--- src/rtl/sl811_bus_ctl.sv ---
// sl811_bus_ctl: arbitrates two requesters onto the SL811 indirect-addressed port and runs each grant as an address-write + data access.
// Define SL811_RR_ARB_EN for round-robin arbitration; default build uses fixed priority (port 0 wins).
module sl811_bus_ctl #(
  parameter int T_SETUP  = 1,
  parameter int T_STROBE = 3,
  parameter int T_HOLD   = 1
) (
  input  logic       clk,
  input  logic       rst,
  input  logic       req0,
  input  logic       rnw0,
  input  logic [7:0] addr0,
  input  logic [7:0] wdat0,
  output logic       ack0,
  input  logic       req1,
  input  logic       rnw1,
  input  logic [7:0] addr1,
  input  logic [7:0] wdat1,
  output logic       ack1,
  output logic [7:0] rdata,
  output logic       busy,
  output logic       sl_a0,
  output logic       sl_cs_n,
  output logic       sl_rd_n,
  output logic       sl_wr_n,
  output logic [7:0] sl_d_out,
  output logic       sl_d_oe,
  input  logic [7:0] sl_d_in,
  input  logic       sl_intrq,
  output logic       irq
);

  typedef enum logic [2:0] {
    IDLE, A_SET, A_STB, A_HLD, D_SET, D_STB, D_HLD, DONE
  } state_t;

  localparam logic [7:0] SET_LD = 8'(T_SETUP - 1);
  localparam logic [7:0] STB_LD = 8'(T_STROBE - 1);
  localparam logic [7:0] HLD_LD = 8'(T_HOLD - 1);

  state_t     state, state_nxt;
  logic [7:0] cnt, cnt_nxt;
  logic       lat_rnw, lat_rnw_nxt;
  logic       lat_gnt, lat_gnt_nxt;
  logic [7:0] lat_addr, lat_addr_nxt;
  logic [7:0] lat_wdat, lat_wdat_nxt;
  logic       take, gnt_sel;
  logic       a0_nxt, cs_n_nxt, rd_n_nxt, wr_n_nxt, d_oe_nxt;
  logic       ack0_nxt, ack1_nxt;
  logic [7:0] d_out_nxt;
  logic       irq_meta;

`ifdef SL811_RR_ARB_EN
  // rr_pri names the port that wins the next simultaneous request
  logic rr_pri;

  always_comb begin
    take = req0 | req1;
    if (req0 && req1) gnt_sel = rr_pri;
    else              gnt_sel = ~req0;
  end

  always_ff @(posedge clk or posedge rst) begin
    if (rst)                        rr_pri <= 1'b0;
    else if (state == IDLE && take) rr_pri <= ~gnt_sel;
  end
`else
  always_comb begin
    take    = req0 | req1;
    gnt_sel = ~req0;
  end
`endif

  always_comb begin
    state_nxt    = state;
    cnt_nxt      = cnt;
    lat_rnw_nxt  = lat_rnw;
    lat_gnt_nxt  = lat_gnt;
    lat_addr_nxt = lat_addr;
    lat_wdat_nxt = lat_wdat;
    if (state != IDLE && state != DONE && cnt != 8'd0) begin
      cnt_nxt = cnt - 8'd1;
    end else begin
      case (state)
        IDLE: begin
          if (take) begin
            state_nxt    = A_SET;
            cnt_nxt      = SET_LD;
            lat_gnt_nxt  = gnt_sel;
            lat_rnw_nxt  = gnt_sel ? rnw1  : rnw0;
            lat_addr_nxt = gnt_sel ? addr1 : addr0;
            lat_wdat_nxt = gnt_sel ? wdat1 : wdat0;
          end
        end
        A_SET: begin state_nxt = A_STB; cnt_nxt = STB_LD; end
        A_STB: begin state_nxt = A_HLD; cnt_nxt = HLD_LD; end
        A_HLD: begin state_nxt = D_SET; cnt_nxt = SET_LD; end
        D_SET: begin state_nxt = D_STB; cnt_nxt = STB_LD; end
        D_STB: begin state_nxt = D_HLD; cnt_nxt = HLD_LD; end
        D_HLD: begin state_nxt = DONE;  cnt_nxt = 8'd0;   end
        DONE:  state_nxt = IDLE;
        default: state_nxt = IDLE;
      endcase
    end
  end

  // Pin values are decoded from the next state so they register in step with it
  always_comb begin
    a0_nxt    = 1'b0;
    cs_n_nxt  = 1'b1;
    rd_n_nxt  = 1'b1;
    wr_n_nxt  = 1'b1;
    d_out_nxt = 8'h00;
    d_oe_nxt  = 1'b0;
    ack0_nxt  = 1'b0;
    ack1_nxt  = 1'b0;
    case (state_nxt)
      A_SET, A_HLD: begin
        d_out_nxt = lat_addr_nxt;
        d_oe_nxt  = 1'b1;
      end
      A_STB: begin
        d_out_nxt = lat_addr_nxt;
        d_oe_nxt  = 1'b1;
        cs_n_nxt  = 1'b0;
        wr_n_nxt  = 1'b0;
      end
      D_SET, D_HLD: begin
        a0_nxt = 1'b1;
        if (!lat_rnw_nxt) begin
          d_out_nxt = lat_wdat_nxt;
          d_oe_nxt  = 1'b1;
        end
      end
      D_STB: begin
        a0_nxt   = 1'b1;
        cs_n_nxt = 1'b0;
        if (lat_rnw_nxt) begin
          rd_n_nxt = 1'b0;
        end else begin
          wr_n_nxt  = 1'b0;
          d_out_nxt = lat_wdat_nxt;
          d_oe_nxt  = 1'b1;
        end
      end
      DONE: begin
        ack0_nxt = ~lat_gnt_nxt;
        ack1_nxt = lat_gnt_nxt;
      end
      default: ;
    endcase
  end

  always_ff @(posedge clk or posedge rst) begin
    if (rst) begin
      state    <= IDLE;
      cnt      <= 8'd0;
      lat_rnw  <= 1'b0;
      lat_gnt  <= 1'b0;
      lat_addr <= 8'h00;
      lat_wdat <= 8'h00;
      sl_a0    <= 1'b0;
      sl_cs_n  <= 1'b1;
      sl_rd_n  <= 1'b1;
      sl_wr_n  <= 1'b1;
      sl_d_out <= 8'h00;
      sl_d_oe  <= 1'b0;
      ack0     <= 1'b0;
      ack1     <= 1'b0;
      rdata    <= 8'h00;
    end else begin
      state    <= state_nxt;
      cnt      <= cnt_nxt;
      lat_rnw  <= lat_rnw_nxt;
      lat_gnt  <= lat_gnt_nxt;
      lat_addr <= lat_addr_nxt;
      lat_wdat <= lat_wdat_nxt;
      sl_a0    <= a0_nxt;
      sl_cs_n  <= cs_n_nxt;
      sl_rd_n  <= rd_n_nxt;
      sl_wr_n  <= wr_n_nxt;
      sl_d_out <= d_out_nxt;
      sl_d_oe  <= d_oe_nxt;
      ack0     <= ack0_nxt;
      ack1     <= ack1_nxt;
      // Sample the pad on the last strobe cycle, while rd_n is still low
      if (state == D_STB && cnt == 8'd0 && lat_rnw) rdata <= sl_d_in;
    end
  end

  always_ff @(posedge clk or posedge rst) begin
    if (rst) begin
      irq_meta <= 1'b0;
      irq      <= 1'b0;
    end else begin
      irq_meta <= sl_intrq;
      irq      <= irq_meta;
    end
  end

  assign busy = (state != IDLE);

endmodule

--- config.mk ---
export PLATFORM = sky130hd
export DESIGN_NAME = sl811_bus_ctl
export DESIGN_NICKNAME = d
export VERILOG_FILES = /design/src/rtl/sl811_bus_ctl.sv
export SDC_FILE = /design/constraint.sdc
export NUM_CORES = 1
export LEC_CHECK = 0
export CORE_ASPECT_RATIO = 0.5
export CORE_MARGIN = 4
export CORE_UTILIZATION = 52
export DETAILED_ROUTE_END_ITERATION = 6
export PLACE_DENSITY = 0.86
export SETUP_SLACK_MARGIN = 0.2
export SYNTH_ARGS = -nofsm -noshare
export SYNTH_HDL_FRONTEND = slang
export SYNTH_SLANG_ARGS = --single-unit
--- constraint.sdc ---
create_clock -name clk -period 4.83 [get_ports clk]
set_clock_uncertainty 0.2 [all_clocks]
set_input_delay 0.966 -clock clk [delete_from_list [all_inputs] [get_ports clk]]
set_output_delay 0.966 -clock clk [all_outputs]
set_load 0.05 [all_outputs]
==> flow_metrics.tcl <==
set metrics [dict create \
    status "finished clean" \
    cp_top_family "buffers and inverters" \
    ant_nets 0 \
    vdd_drop_max_v 0.000248 \
    fin_ws_ns 1.05 \
    power.total_uw 1890 \
    post-route-drc-count 0 \
    fp.coreArea_um2 4620 \
    worst_pin_slew_ns 1.09 \
    cts_buffer_depth 2 \
    initial_utilization_pct 56.5 \
    arrival_ns 2.62 \
    cts_root_buf "clkbuf_8" \
    critPathKind "reg2out" \
    finalCritPeriodShare_pct 78.3 \
    final_net_count 353 \
    slew_headroom_pct 27.4 \
    cap_violations 0 \
    drt_iter0_drc 100 \
    synth-main-ff-cell "dfrtp_1" \
    seq_power_share_pct 39.4 \
    preCtsSetupSlack_ns 1.40 \
    insertion_delay_ns 0.31 \
    yosys_register_bits 54 \
    die_w_um 108 \
    synth-seq-area-share_pct 52.0 \
    antenna_found_initial 0 \
    n_antenna_cell 0 \
    hold_class "reg2reg" \
    syn_area_um2 2610 \
    synth.distinct_cells 51 \
    syn_nets 286 \
    fill_cells 332 \
    num_rows 17 \
    cp.buffers_inverters 2 \
    via_per_inst 5.60 \
    slowest_delay_ns 0.78 \
    yosys_warnings 0 \
    power.density_nw_per_um2 548 \
    cp_max_fo 21 \
    cts_inserted_buffers 5 \
    cts_tree "done" \
    ctsResizeCount 0 \
    end_kind "output pin" \
    pwr-share-comb_pct 46.0 \
    postCtsSetupBuffers 0 \
    dieArea_um2 6280 \
    track_usage_pct 21.3 \
    max_freq_mhz 264 \
    hpwl_um 4480 \
    drive_gt1_share_pct 12.1 \
    cts_max_level 2 \
    io_pins 72 \
    wl_per_cell_um 17.0 \
    final-seq-area_um2 1360 \
    setup_viol 0 \
    fin_tns_setup_ns 0 \
    grt_max_degree 55 \
    drv_slew 0 \
    cp-start-kind "flip-flop" \
    numPortBuffers 71 \
    switching_share_pct 43.9 \
    syn_area_per_cell_um2 11.0 \
    cp_cell_sequence "nor3_4 > inv_2 > clkdlybuf4s50_1" \
    chipHeight_um 58.1 \
    multiInputGateArea_um2 1100 \
    ys_async_sr_fraction_pct 100 \
    p_sw_uw 827 \
    area_growth_pct 31.9 \
    critical_path.slowest_cell "nor3_4" \
    hold-worst-slack_ns 0.163 \
    final_hold_viol_count 0 \
    gp_congestion 0.848 \
    grt_setup_unrepaired "false" \
    dr.pass1.iters 4 \
    grt_overflow 0 \
    leakagePower_uw 0.00140 \
    grt_pass1_vias 2127 \
    drt-total-wl_um 6310 \
    grt_first_pass_wirelength_um 10400 \
    vias 2084 \
    cts_sinks 54 \
    pwr-share-clk_pct 14.6 \
    ctsHoldBuffers 0 \
    cp.required_ns 3.66 \
    fin_crit_ns 3.78 \
    internal_power_uw 1060 \
    synthCells 238 \
    clkTransAtPathRegs_ns 0.11 \
    synth-edff-count 0 \
]
## per-layer routing
layer | vias to the layer above | share of wire (%) | track usage [%]
met1 | 1019 | 41 | 26.2
met5 | - | 0 | 0
met3 | 16 | 5.1 | 4.23
li1 | 987 | - | -
met2 | 62 | 52 | 37.5
met4 | 0 | 2.2 | 8.63
## layout by cell type, fill, tap and decap left out, types with 2 or more instances in the layout
| cell | n |
|---|---|
| xor2_1 | 2 |
| o21ai_1 | 2 |
| nor3_1 | 2 |
| nand2_1 | 3 |
| or2_1 | 2 |
| o211ai_1 | 2 |
| dfstp_2 | 3 |
| nor2_1 | 10 |
| inv_2 | 3 |
| clkinv_4 | 2 |
| or4_1 | 2 |
| nor2b_1 | 3 |
| a31oi_1 | 2 |
| a21o_1 | 2 |
| inv_1 | 21 |
| nand3_1 | 20 |
| mux2_2 | 8 |
| o31ai_1 | 4 |
| mux2i_1 | 17 |
| nor3b_1 | 2 |
| or3_1 | 4 |
| o21ai_0 | 20 |
| clkbuf_8 | 5 |
| a21oi_1 | 11 |
| or2_2 | 2 |
| clkdlybuf4s50_1 | 71 |
| dfrtp_1 | 51 |
| o32ai_1 | 7 |
## path summary, 6_finish.rpt
check                         start          end  slack [ns]  cells past startpoint
min in group asynchronous       rst      sl_d_oe        1.04                      2
min reg2reg                irq_meta          irq        0.16                      0
max in group asynchronous       rst       cnt[1]        2.72                      2
min                        irq_meta          irq        0.16                      0
max reg2reg                state[2]  sl_d_out[1]        1.90                      5
max                        state[2]         busy        1.05                      3
## synth_stat cells, types with 3 or more instances
library cell	number	share of area (%)
nand3_1	20	3.8
dfstp_2	3	3.0
or3_1	4	0.96
inv_1	22	3.2
mux2_2	8	3.5
nand2_1	3	0.43
dfrtp_1	51	49
a21oi_1	11	2.1
mux2i_1	17	6.5
o31ai_1	4	1.2
o21ai_0	20	3.8
clkbuf_1	5	0.72
o32ai_1	7	2.4
nor2b_1	3	0.72
nor2_1	10	1.4
## through the flow
| stage | cell area, µm² | std cells | util [%] |
|---|---|---|---|
| final | 3440 | 372 | 74.5 |
| after global routing | 3440 | 372 | 74.5 |
| after CTS | 3440 | 372 | 74.5 |
| after detailed placement | 3340 | 364 | 72.4 |
| after global placement | 3340 | 364 | 72.4 |
| after floorplan | 2610 | 238 | - |
## final cells by class
class / instances / area share (%)
tap: 66 / 2.40
clock inverter: 3 / 0.837
timing repair buffer: 72 / 20.9
multi-input combinational: 148 / 31.9
sequential: 54 / 39.4
inverter: 24 / 2.62
clock buffer: 5 / 2.00
## power by group through the flow
stage	sequential, µW	clock, µW	combinational (µW)
after floorplan	918	0	433
after detailed placement	749	0	864
after global routing	765	303	938
final	743	275	868
after CTS	742	280	870
after global placement	742	0	834
## kinds of logic after synthesis
family | synth area share, %
adder cells (fa/ha/maj) | 0.480
multiplexers | 9.98
XOR/XNOR | 0.672
buffers and inverters | 6.00
AO/OA/AOI/OAI | 16.3
AND/OR/NAND/NOR | 14.6
flip-flops | 52.0
## sequential cells by signal (all words and copies together) (netlist names)
register,cells
sl_a0,1
state,3
ack0,1
sl_d_oe,1
lat_addr,8
sl_cs_n,1
sl_rd_n,1
irq_meta,1
lat_gnt,1
irq,1
cnt,8
lat_wdat,8
lat_rnw,1
sl_d_out,8
rdata,8
sl_wr_n,1
ack1,1
No activity file was read; power rests on OpenSTA's default activity.
